--- src/rtl/rv32im_pkg.sv ---
// rtl/rv32im_pkg.sv - shared constants, state encoding and sizing helper for the RV32M unit
package rv32im_pkg;

  localparam int DEFAULT_XLEN = 32;

  localparam logic [2:0] F3_MUL    = 3'b000;
  localparam logic [2:0] F3_MULH   = 3'b001;
  localparam logic [2:0] F3_MULHSU = 3'b010;
  localparam logic [2:0] F3_MULHU  = 3'b011;
  localparam logic [2:0] F3_DIV    = 3'b100;
  localparam logic [2:0] F3_DIVU   = 3'b101;
  localparam logic [2:0] F3_REM    = 3'b110;
  localparam logic [2:0] F3_REMU   = 3'b111;

  typedef enum logic [2:0] {
    IDLE,
    ITER,
    FIXUP,
    SPECIAL,
    DONE
  } state_t;

  function automatic int cnt_width(input int xlen, input int bpc);
    return $clog2(xlen / bpc);
  endfunction

endpackage

--- src/rtl/rv32im_muldiv_dec.sv ---
// rtl/rv32im_muldiv_dec.sv - funct3 decode into operation class and operand signedness
module rv32im_muldiv_dec
  import rv32im_pkg::*;
(
  input  logic [2:0] funct3,
  output logic       is_div,
  output logic       is_rem,
  output logic       want_high,
  output logic       a_signed,
  output logic       b_signed
);

  always_comb begin
    is_div    = funct3[2];
    is_rem    = funct3[2] & funct3[1];
    want_high = 1'b0;
    a_signed  = 1'b0;
    b_signed  = 1'b0;
    case (funct3)
      F3_MULH: begin
        want_high = 1'b1;
        a_signed  = 1'b1;
        b_signed  = 1'b1;
      end
      F3_MULHSU: begin
        want_high = 1'b1;
        a_signed  = 1'b1;
      end
      F3_MULHU: want_high = 1'b1;
      F3_DIV, F3_REM: begin
        a_signed = 1'b1;
        b_signed = 1'b1;
      end
      default: ;
    endcase
  end

endmodule

--- src/rtl/rv32im_muldiv.sv ---
// rtl/rv32im_muldiv.sv - iterative shift-add multiplier / restoring divider for RV32M
module rv32im_muldiv
  import rv32im_pkg::*;
#(
  parameter int XLEN           = DEFAULT_XLEN,
  parameter int BITS_PER_CYCLE = 1
) (
  input  logic            clk_i,
  input  logic            rst_i,
  input  logic            start_i,
  input  logic [2:0]      funct3,
  input  logic [XLEN-1:0] rs1_i,
  input  logic [XLEN-1:0] rs2_i,
  input  logic            kill_i,
  output logic            ready_o,
  output logic            busy_o,
  output logic            done_o,
  output logic [XLEN-1:0] result_o
);

  localparam int N  = XLEN / BITS_PER_CYCLE;
  localparam int CW = cnt_width(XLEN, BITS_PER_CYCLE);
  localparam logic [XLEN-1:0] MIN_NEG = {1'b1, {(XLEN-1){1'b0}}};

  state_t state, state_next;
  logic [CW-1:0]     cnt;
  logic [XLEN-1:0]   op_a, op_b;
  logic [2*XLEN-1:0] acc;
  logic is_div_q, is_rem_q, want_high_q, neg_q;
  logic d_is_div, d_is_rem, d_want_high, d_a_signed, d_b_signed;
  logic a_neg, b_neg, special, accept;

  logic [2*XLEN-1:0] mul_acc, prod_fix;
  logic [XLEN-1:0]   mul_b, div_rem, div_q, div_val, fix_result, spec_result;
  logic [XLEN:0]     trial;

  rv32im_muldiv_dec u_dec (
    .funct3    (funct3),
    .is_div    (d_is_div),
    .is_rem    (d_is_rem),
    .want_high (d_want_high),
    .a_signed  (d_a_signed),
    .b_signed  (d_b_signed)
  );

  assign a_neg   = d_a_signed & rs1_i[XLEN-1];
  assign b_neg   = d_b_signed & rs2_i[XLEN-1];
  assign special = d_is_div & ((rs2_i == '0) |
                   (d_b_signed & (rs1_i == MIN_NEG) & (rs2_i == '1)));
  assign accept  = start_i & ~kill_i & ((state == IDLE) | (state == DONE));

  // Multiplier consumed MSB-first so the product accumulates by left shifts;
  // the dividend shifts out of op_a while quotient bits shift in behind it.
  always_comb begin
    mul_acc = acc;
    mul_b   = op_b;
    div_rem = acc[XLEN-1:0];
    div_q   = op_a;
    trial   = '0;
    for (int i = 0; i < BITS_PER_CYCLE; i++) begin
      mul_acc = {mul_acc[2*XLEN-2:0], 1'b0} +
                (mul_b[XLEN-1] ? {{XLEN{1'b0}}, op_a} : '0);
      mul_b   = {mul_b[XLEN-2:0], 1'b0};
      trial   = {div_rem, div_q[XLEN-1]};
      div_q   = {div_q[XLEN-2:0], 1'b0};
      if (trial >= {1'b0, op_b}) begin
        trial    = trial - {1'b0, op_b};
        div_q[0] = 1'b1;
      end
      div_rem = trial[XLEN-1:0];
    end
  end

  always_comb begin
    prod_fix = neg_q ? -acc : acc;
    div_val  = is_rem_q ? acc[XLEN-1:0] : op_a;
    if (is_div_q)
      fix_result = neg_q ? -div_val : div_val;
    else
      fix_result = want_high_q ? prod_fix[2*XLEN-1:XLEN] : prod_fix[XLEN-1:0];
    // Special operands were captured raw: op_b == 0 marks divide-by-zero.
    if (op_b == '0)
      spec_result = is_rem_q ? op_a : '1;
    else
      spec_result = is_rem_q ? '0 : op_a;
  end

  always_ff @(posedge clk_i) begin
    if (rst_i) state <= IDLE;
    else       state <= state_next;
  end

  always_comb begin
    state_next = state;
    ready_o    = 1'b0;
    busy_o     = 1'b0;
    done_o     = 1'b0;
    case (state)
      IDLE: begin
        ready_o = 1'b1;
        if (accept) state_next = special ? SPECIAL : ITER;
      end
      ITER: begin
        busy_o = 1'b1;
        if (kill_i)         state_next = IDLE;
        else if (cnt == '0) state_next = FIXUP;
      end
      FIXUP, SPECIAL: begin
        busy_o     = 1'b1;
        state_next = kill_i ? IDLE : DONE;
      end
      DONE: begin
        ready_o    = 1'b1;
        done_o     = 1'b1;
        state_next = accept ? (special ? SPECIAL : ITER) : IDLE;
      end
      default: state_next = IDLE;
    endcase
  end

  always_ff @(posedge clk_i) begin
    if (rst_i) begin
      cnt         <= '0;
      op_a        <= '0;
      op_b        <= '0;
      acc         <= '0;
      is_div_q    <= 1'b0;
      is_rem_q    <= 1'b0;
      want_high_q <= 1'b0;
      neg_q       <= 1'b0;
      result_o    <= '0;
    end else if (accept) begin
      cnt         <= CW'(N - 1);
      acc         <= '0;
      is_div_q    <= d_is_div;
      is_rem_q    <= d_is_rem;
      want_high_q <= d_want_high;
      if (special) begin
        op_a  <= rs1_i;
        op_b  <= rs2_i;
        neg_q <= 1'b0;
      end else begin
        op_a  <= a_neg ? -rs1_i : rs1_i;
        op_b  <= b_neg ? -rs2_i : rs2_i;
        neg_q <= d_is_rem ? a_neg : (a_neg ^ b_neg);
      end
    end else begin
      case (state)
        ITER: begin
          cnt  <= cnt - 1'b1;
          acc  <= is_div_q ? {{XLEN{1'b0}}, div_rem} : mul_acc;
          op_a <= is_div_q ? div_q : op_a;
          op_b <= is_div_q ? op_b : mul_b;
        end
        FIXUP:   if (!kill_i) result_o <= fix_result;
        SPECIAL: if (!kill_i) result_o <= spec_result;
        default: ;
      endcase
    end
  end

endmodule

--- config.mk ---
export PLATFORM = sky130hd
export DESIGN_NAME = rv32im_muldiv
export DESIGN_NICKNAME = d
export VERILOG_FILES = /design/src/rtl/rv32im_pkg.sv /design/src/rtl/rv32im_muldiv_dec.sv /design/src/rtl/rv32im_muldiv.sv
export SDC_FILE = /design/constraint.sdc
export NUM_CORES = 1
export LEC_CHECK = 0
export CAP_MARGIN = 30
export CORE_MARGIN = 3
export CORE_UTILIZATION = 35
export DETAILED_ROUTE_END_ITERATION = 8
export GPL_TIMING_DRIVEN = 0
export PLACE_DENSITY = 0.52
export SLEW_MARGIN = 10
export SYNTH_ARGS = -nofsm -noshare
export SYNTH_HDL_FRONTEND = slang
export SYNTH_HIERARCHICAL = 1
export SYNTH_SLANG_ARGS = --single-unit
--- constraint.sdc ---
create_clock -name clk_i -period 6.6 [get_ports clk_i]
set_input_delay 1.32 -clock clk_i [delete_from_list [all_inputs] [get_ports clk_i]]
set_output_delay 1.32 -clock clk_i [all_outputs]
set_load 0.01 [all_outputs]
* Yosys cells after proc, flatten, opt, wreduce, memory -nomap -nowiden
Index checks and enable logic that the tools add are counted. W data, S select, Z words.
Operators by class: div/mod/pow operators 0, add/sub/neg operators 7, shift-type cells 0, bitwise gates (word level) 13, reductions and logical operators 18, multiply operators 0, equality and inequality tests 16, mux-type cells 42, order comparisons 1
Operators by type and width (count):
- $mux W32 | 21
- $mux W64 | 2
- $neg A32 Y32 | 3
- $add A64 B32 Y64 | 1
- $eq A32 B32 Y1 const B | 2
- $logic_not A32 Y1 | 2
- $neg A64 Y64 | 1
- $pmux W32 S2 | 1
- $ge A33 B32 Y1 | 1
- $sub A32 B32 Y32 | 1
- $eq A3 B2 Y1 const B | 4
- $mux W3 | 4
- $pmux W3 S4 | 1
- $mux W5 | 2
- $eq A3 B3 Y1 const B | 3
- $mux W1 | 9
- $reduce_or A3 Y1 | 3
- $and A1 B1 Y1 | 8
- $eq A3 B1 Y1 const B | 2
- $ne A2 B2 Y1 const B | 3
- $reduce_and A2 Y1 | 3
- $reduce_bool A2 Y1 | 3
- $reduce_or A2 Y1 | 3
- $logic_not A5 Y1 | 1
- 10 further kinds | 13
Storage, ports and cells: output and inout port bits 35, latch bits 0, memories kept 0, register bits 172, RAM bits 0, ROM bits 0, input port bits 71

* Longest topological paths before layout
depth after elaboration 10, mapped depth 17, depth with buffers taken out 13

* Cells and area by module
The synthesis kept the hierarchy.
Modules (own cells, without submodules):
- rv32im_muldiv | times used 1, sequential area each 3443.3 um2, cells each 2294, area each 16627.2 um2
- rv32im_muldiv_dec | times used 1, sequential area each 0.0 um2, cells each 7, area each 52.6 um2

* Worst setup path before layout
OpenSTA, ideal clock, no wires.
path type input -> register, start point input port rs1_i[16], end point register op_a[20], data required time 6.466 ns, arrival 3.613 ns, slack 2.854 ns, stages 11, path buffers 2, cell sequence or4_4 -> nor4b_1 -> and4_1 -> and4_1 -> o21a_2 -> or2_1 -> buf_2 -> buf_4 -> nor2_1 -> xnor2_1 -> o22ai_1
On the way: longest elaborated chain between the ends 7
RTL lines:
- start, declared | line rv32im_muldiv.sv:12 | input logic [XLEN-1:0] rs1_i,
- branches (longest 5 deep; another with $neg A32 Y32)
- $mux W32 (*) | line rv32im_muldiv.sv:138 | if (special) begin
- $mux W32 (*) | line rv32im_muldiv.sv:132 | end else if (accept) begin
- end signal, assigned | line rv32im_muldiv.sv:139 | op_a <= rs1_i;
- end signal, assigned | line rv32im_muldiv.sv:143 | op_a <= a_neg ? -rs1_i : rs1_i;
- end signal, assigned | line rv32im_muldiv.sv:152 | op_a <= is_div_q ? div_q : op_a;
- end, declared | line rv32im_muldiv.sv:27 | logic [XLEN-1:0] op_a, op_b;
Mark *: on every way between the ends. A chain may end at the register's enable or synchronous reset.

* Worst setup path in the final report
start point register op_b[31], end point register acc[59]
On the way: longest elaborated chain between the ends 3
RTL lines:
- start, declared | line rv32im_muldiv.sv:27
- start signal, assigned | line rv32im_muldiv.sv:140 | op_b <= rs2_i;
- start signal, assigned | line rv32im_muldiv.sv:144 | op_b <= b_neg ? -rs2_i : rs2_i;
- start signal, assigned | line rv32im_muldiv.sv:153 | op_b <= is_div_q ? op_b : mul_b;
- $mux W32 | line rv32im_muldiv.sv:62 | (mul_b[XLEN-1] ? {{XLEN{1'b0}}, op_a} : '0);
- $add A64 B32 Y64 | line rv32im_muldiv.sv:61 | mul_acc = {mul_acc[2*XLEN-2:0], 1'b0} +
- $mux W64 | line rv32im_muldiv.sv:151 | acc <= is_div_q ? {{XLEN{1'b0}}, div_rem} : mul_acc;
- end signal, assigned | line rv32im_muldiv.sv:151
- end, declared | line rv32im_muldiv.sv:28 | logic [2*XLEN-1:0] acc;
Every way passes these cells.

==> results.json <==
{
  "io_pins": 106,
  "grt-busiest-layer": "met2",
  "cts_setup_buffers": 0,
  "fp.dieW_um": 224,
  "synth_top_cell_by_area": "dfxtp_1",
  "cts_buffer_depth": 2,
  "grt_usage_pct": 30.6,
  "reg2reg_slack_ns": 1.69,
  "grt_pass1_wl_um": 116000,
  "hold_viol_final": 0,
  "viasPerCell": 6.12,
  "synthDistinctLibCells": 87,
  "synth_flop_cell": "dfxtp_1",
  "path_cells": "clkbuf_1 > and2_1 > ha_1 > inv_1 > fa_1 > nand2b_1 > a21oi_1 > o41ai_1 > a21oi_1 > a21oi_1 > o21ai_1 > clkbuf_1 > nand3_1 > xor2_1 > o21ai_0",
  "coreArea_mm2": 0.0469,
  "drc": 0,
  "async_flop_share_pct": 0,
  "cts_tree": "yes",
  "final_max_slew_viol_count": 0,
  "rr_startpoint": "op_b[31]",
  "max_slew_margin_pct": 30.2,
  "cts-hold-fix-buffers": 0,
  "worstRegToRegCells": 15,
  "worstPathRequired_ns": 7.02,
  "drive_gt1_share_pct": 4.92,
  "maxCapViolations": 0,
  "worstReg2RegEnd": "acc[59]",
  "worstHoldStart": "result_o[1]",
  "syn_avg_cell_area_um2": 7.25,
  "crit_path_start_kind": "register",
  "final.setup.tns_ns": 0,
  "rsz0062_at_grt": "no",
  "whs_endpoint": "result_o[1]",
  "synth.top_cell.area_share_pct": 20.6,
  "syn_inst": 2301,
  "cp_max_fo": 11,
  "wire_per_inst_um": 25.8,
  "post-dp-hpwl_um": 62800,
  "fmax_mhz": 204,
  "die_area_mm2": 0.0503,
  "crit_type": "register to register",
  "area_growth_pct": 14.6,
  "cts_htree_levels": 4,
  "ys_seq_area_share_pct": 20.6,
  "fin_crit_sh_pct": 74.4,
  "status": "finished clean",
  "arrival_ns": 5.33,
  "ant_nets": 0,
  "yosysWarnings": 6,
  "grt_max_degree": 17,
  "overflow": 0,
  "use_met2_pct": 49.3,
  "drt_iter0_drc": 1605,
  "insertion_delay_ns": 0.50,
  "routed_wl_um": 78600,
  "clkTransAtPathRegs_ns": 0.07,
  "clock_skew_ns": 0.0229,
  "dieHeight_um": 224,
  "port_buffers": 104,
  "ys_top_cells_by_area": "dfxtp_1 (21%), xnor2_1 (6.0%), xor2_1 (5.6%)",
  "num_rows": 79,
  "yosysMostFrequentCell": "nand2_1",
  "num-fill-cells": 5018,
  "cts_sinks": 172,
  "critPathSlowestCell": "dfxtp_1",
  "critPathMostFrequentCell": "a21oi_1",
  "antenna_found_initial": 1,
  "fin_nets": 2569,
  "synthTopCellsByCount": "nand2_1 (243), a21oi_1 (178), nor2_1 (177)",
  "cts_resized": 0,
  "drtPass1Iterations": 5,
  "worstHoldPathType": "register to register",
  "grtUsageMet1_pct": 40.5,
  "max_stage_delay_ns": 0.64,
  "cts_buffers": 17,
  "cp-end-kind": "register",
  "powerDensity_mw_per_mm2": 172,
  "via_count": 18700,
  "start_util_pct": 35.6,
  "setup_viol": 0,
  "syn_nets": 2444,
  "synth-edff-count": 0,
  "worstHoldPathCells": 2,
  "leakagePower_nw": 6.91,
  "tightest_slew_ns": 1.04,
  "grt_use_met3_pct": 6.50,
  "ys_seq_elements": 172,
  "root_buffer": "clkbuf_16",
  "syn_area_mm2": 0.0167,
  "vdd_drop_max_mv": 0.211,
  "gp_congestion": 0.992,
  "p_total_mw": 3.29,
  "period_minus_slack_ns": 4.91,
  "grt_pass1_vias": 18000
}
==> worst max-delay path: cells and delay by family (launching register included) <==
kind	cells	cell delay, ns
DFF	1	0.64
and+or+nand+nor	3	0.55
adders and majority gates	2	0.60
buffers and inverters	3	1.01
AOI/OAI and AO/OA	6	1.83
xor gates and xnor gates	1	0.18
==> placed cells by master (no fill, tap or decap), drive strengths merged, types with 26 or more instances in the layout <==
cell type      count
and2              37
nand4             35
nand2            243
a21oi            178
o31ai             44
a31oi             26
ha                70
nor4              37
nand3             52
inv               70
xor2             106
o21ai            174
nor3              73
nor2             179
clkdlybuf4s50    104
o22ai             53
mux2i             65
maj3              29
xnor2            115
dfxtp            172
clkbuf           163
a211oi            30
buf               35
==> worst max-delay path by stage <==
stage	start	to	slack [ns]	cells after the start
6_report	op_b[31]	acc[59]	1.69	15
5_1_grt	op_b[31]	acc[59]	1.44	15
4_1_cts	op_b[31]	acc[59]	1.80	15
3_5_place_dp	rs1_i[6]	op_a[6]	1.74	12
3_3_place_gp	rs1_i[6]	op_a[2]	1.76	12
2_1_floorplan	rs1_i[16]	op_a[20]	2.85	11
==> flip-flops by register name, indices dropped and copies added (netlist names) <==
| register | cells |
|---|---|
| result_o | 32 |
| state | 3 |
| op_a | 32 |
| op_b | 32 |
| is_rem_q | 1 |
| is_div_q | 1 |
| acc | 64 |
| cnt | 5 |
| want_high_q | 1 |
| neg_q | 1 |
==> layer usage <==
layer / up-vias / wire [µm]
li1: 8695 / -
met1: 9039 / 34600
met5: - / 13
met2: 753 / 35300
met3: 165 / 5810
met4: 2 / 2890
==> cells by family after synthesis <==
family                   synth area share [%]
XOR/XNOR                                 11.6
flip-flops                               20.6
AO/OA/AOI/OAI                            26.5
multiplexers                             4.78
adder cells (fa/ha/maj)                  7.23
buffers and inverters                    5.90
AND/OR/NAND/NOR                          23.3
==> metrics by stage <==
step	cells	util, %	setup WS, ns	hold WS, ns	area, µm²
2_1_floorplan	2301	-	2.85	0.471	16700
6_report	3047	40.8	1.69	0.473	19100
4_1_cts	3046	40.8	1.80	0.478	19100
3_3_place_gp	3012	39.4	1.76	0.458	18500
5_1_grt	3046	40.8	1.44	0.502	19100
3_5_place_dp	3014	39.5	1.74	0.465	18500
==> where the power goes <==
group	leakage, nW	total [mW]	internal [mW]	switching, mW
registers	1.40	1.15	1.08	0.0763
clock network	0.296	1.10	0.601	0.501
logic	5.22	1.04	0.375	0.664
==> final cells by class <==
cell class              count  area, µm²  share of cell area, %
inverters                  66        248                   1.30
clock inverters            15        188                  0.982
diodes                      1       2.50                 0.0131
plain buffers             179        736                   3.85
flip-flops and latches    172       3440                   18.0
well taps                 607        759                   3.97
clock buffers              17        425                   2.22
multi-input cells        1884      12300                   64.1
repair buffers            106       1060                   5.52
Note: power is estimated with default switching activity, not from simulation.
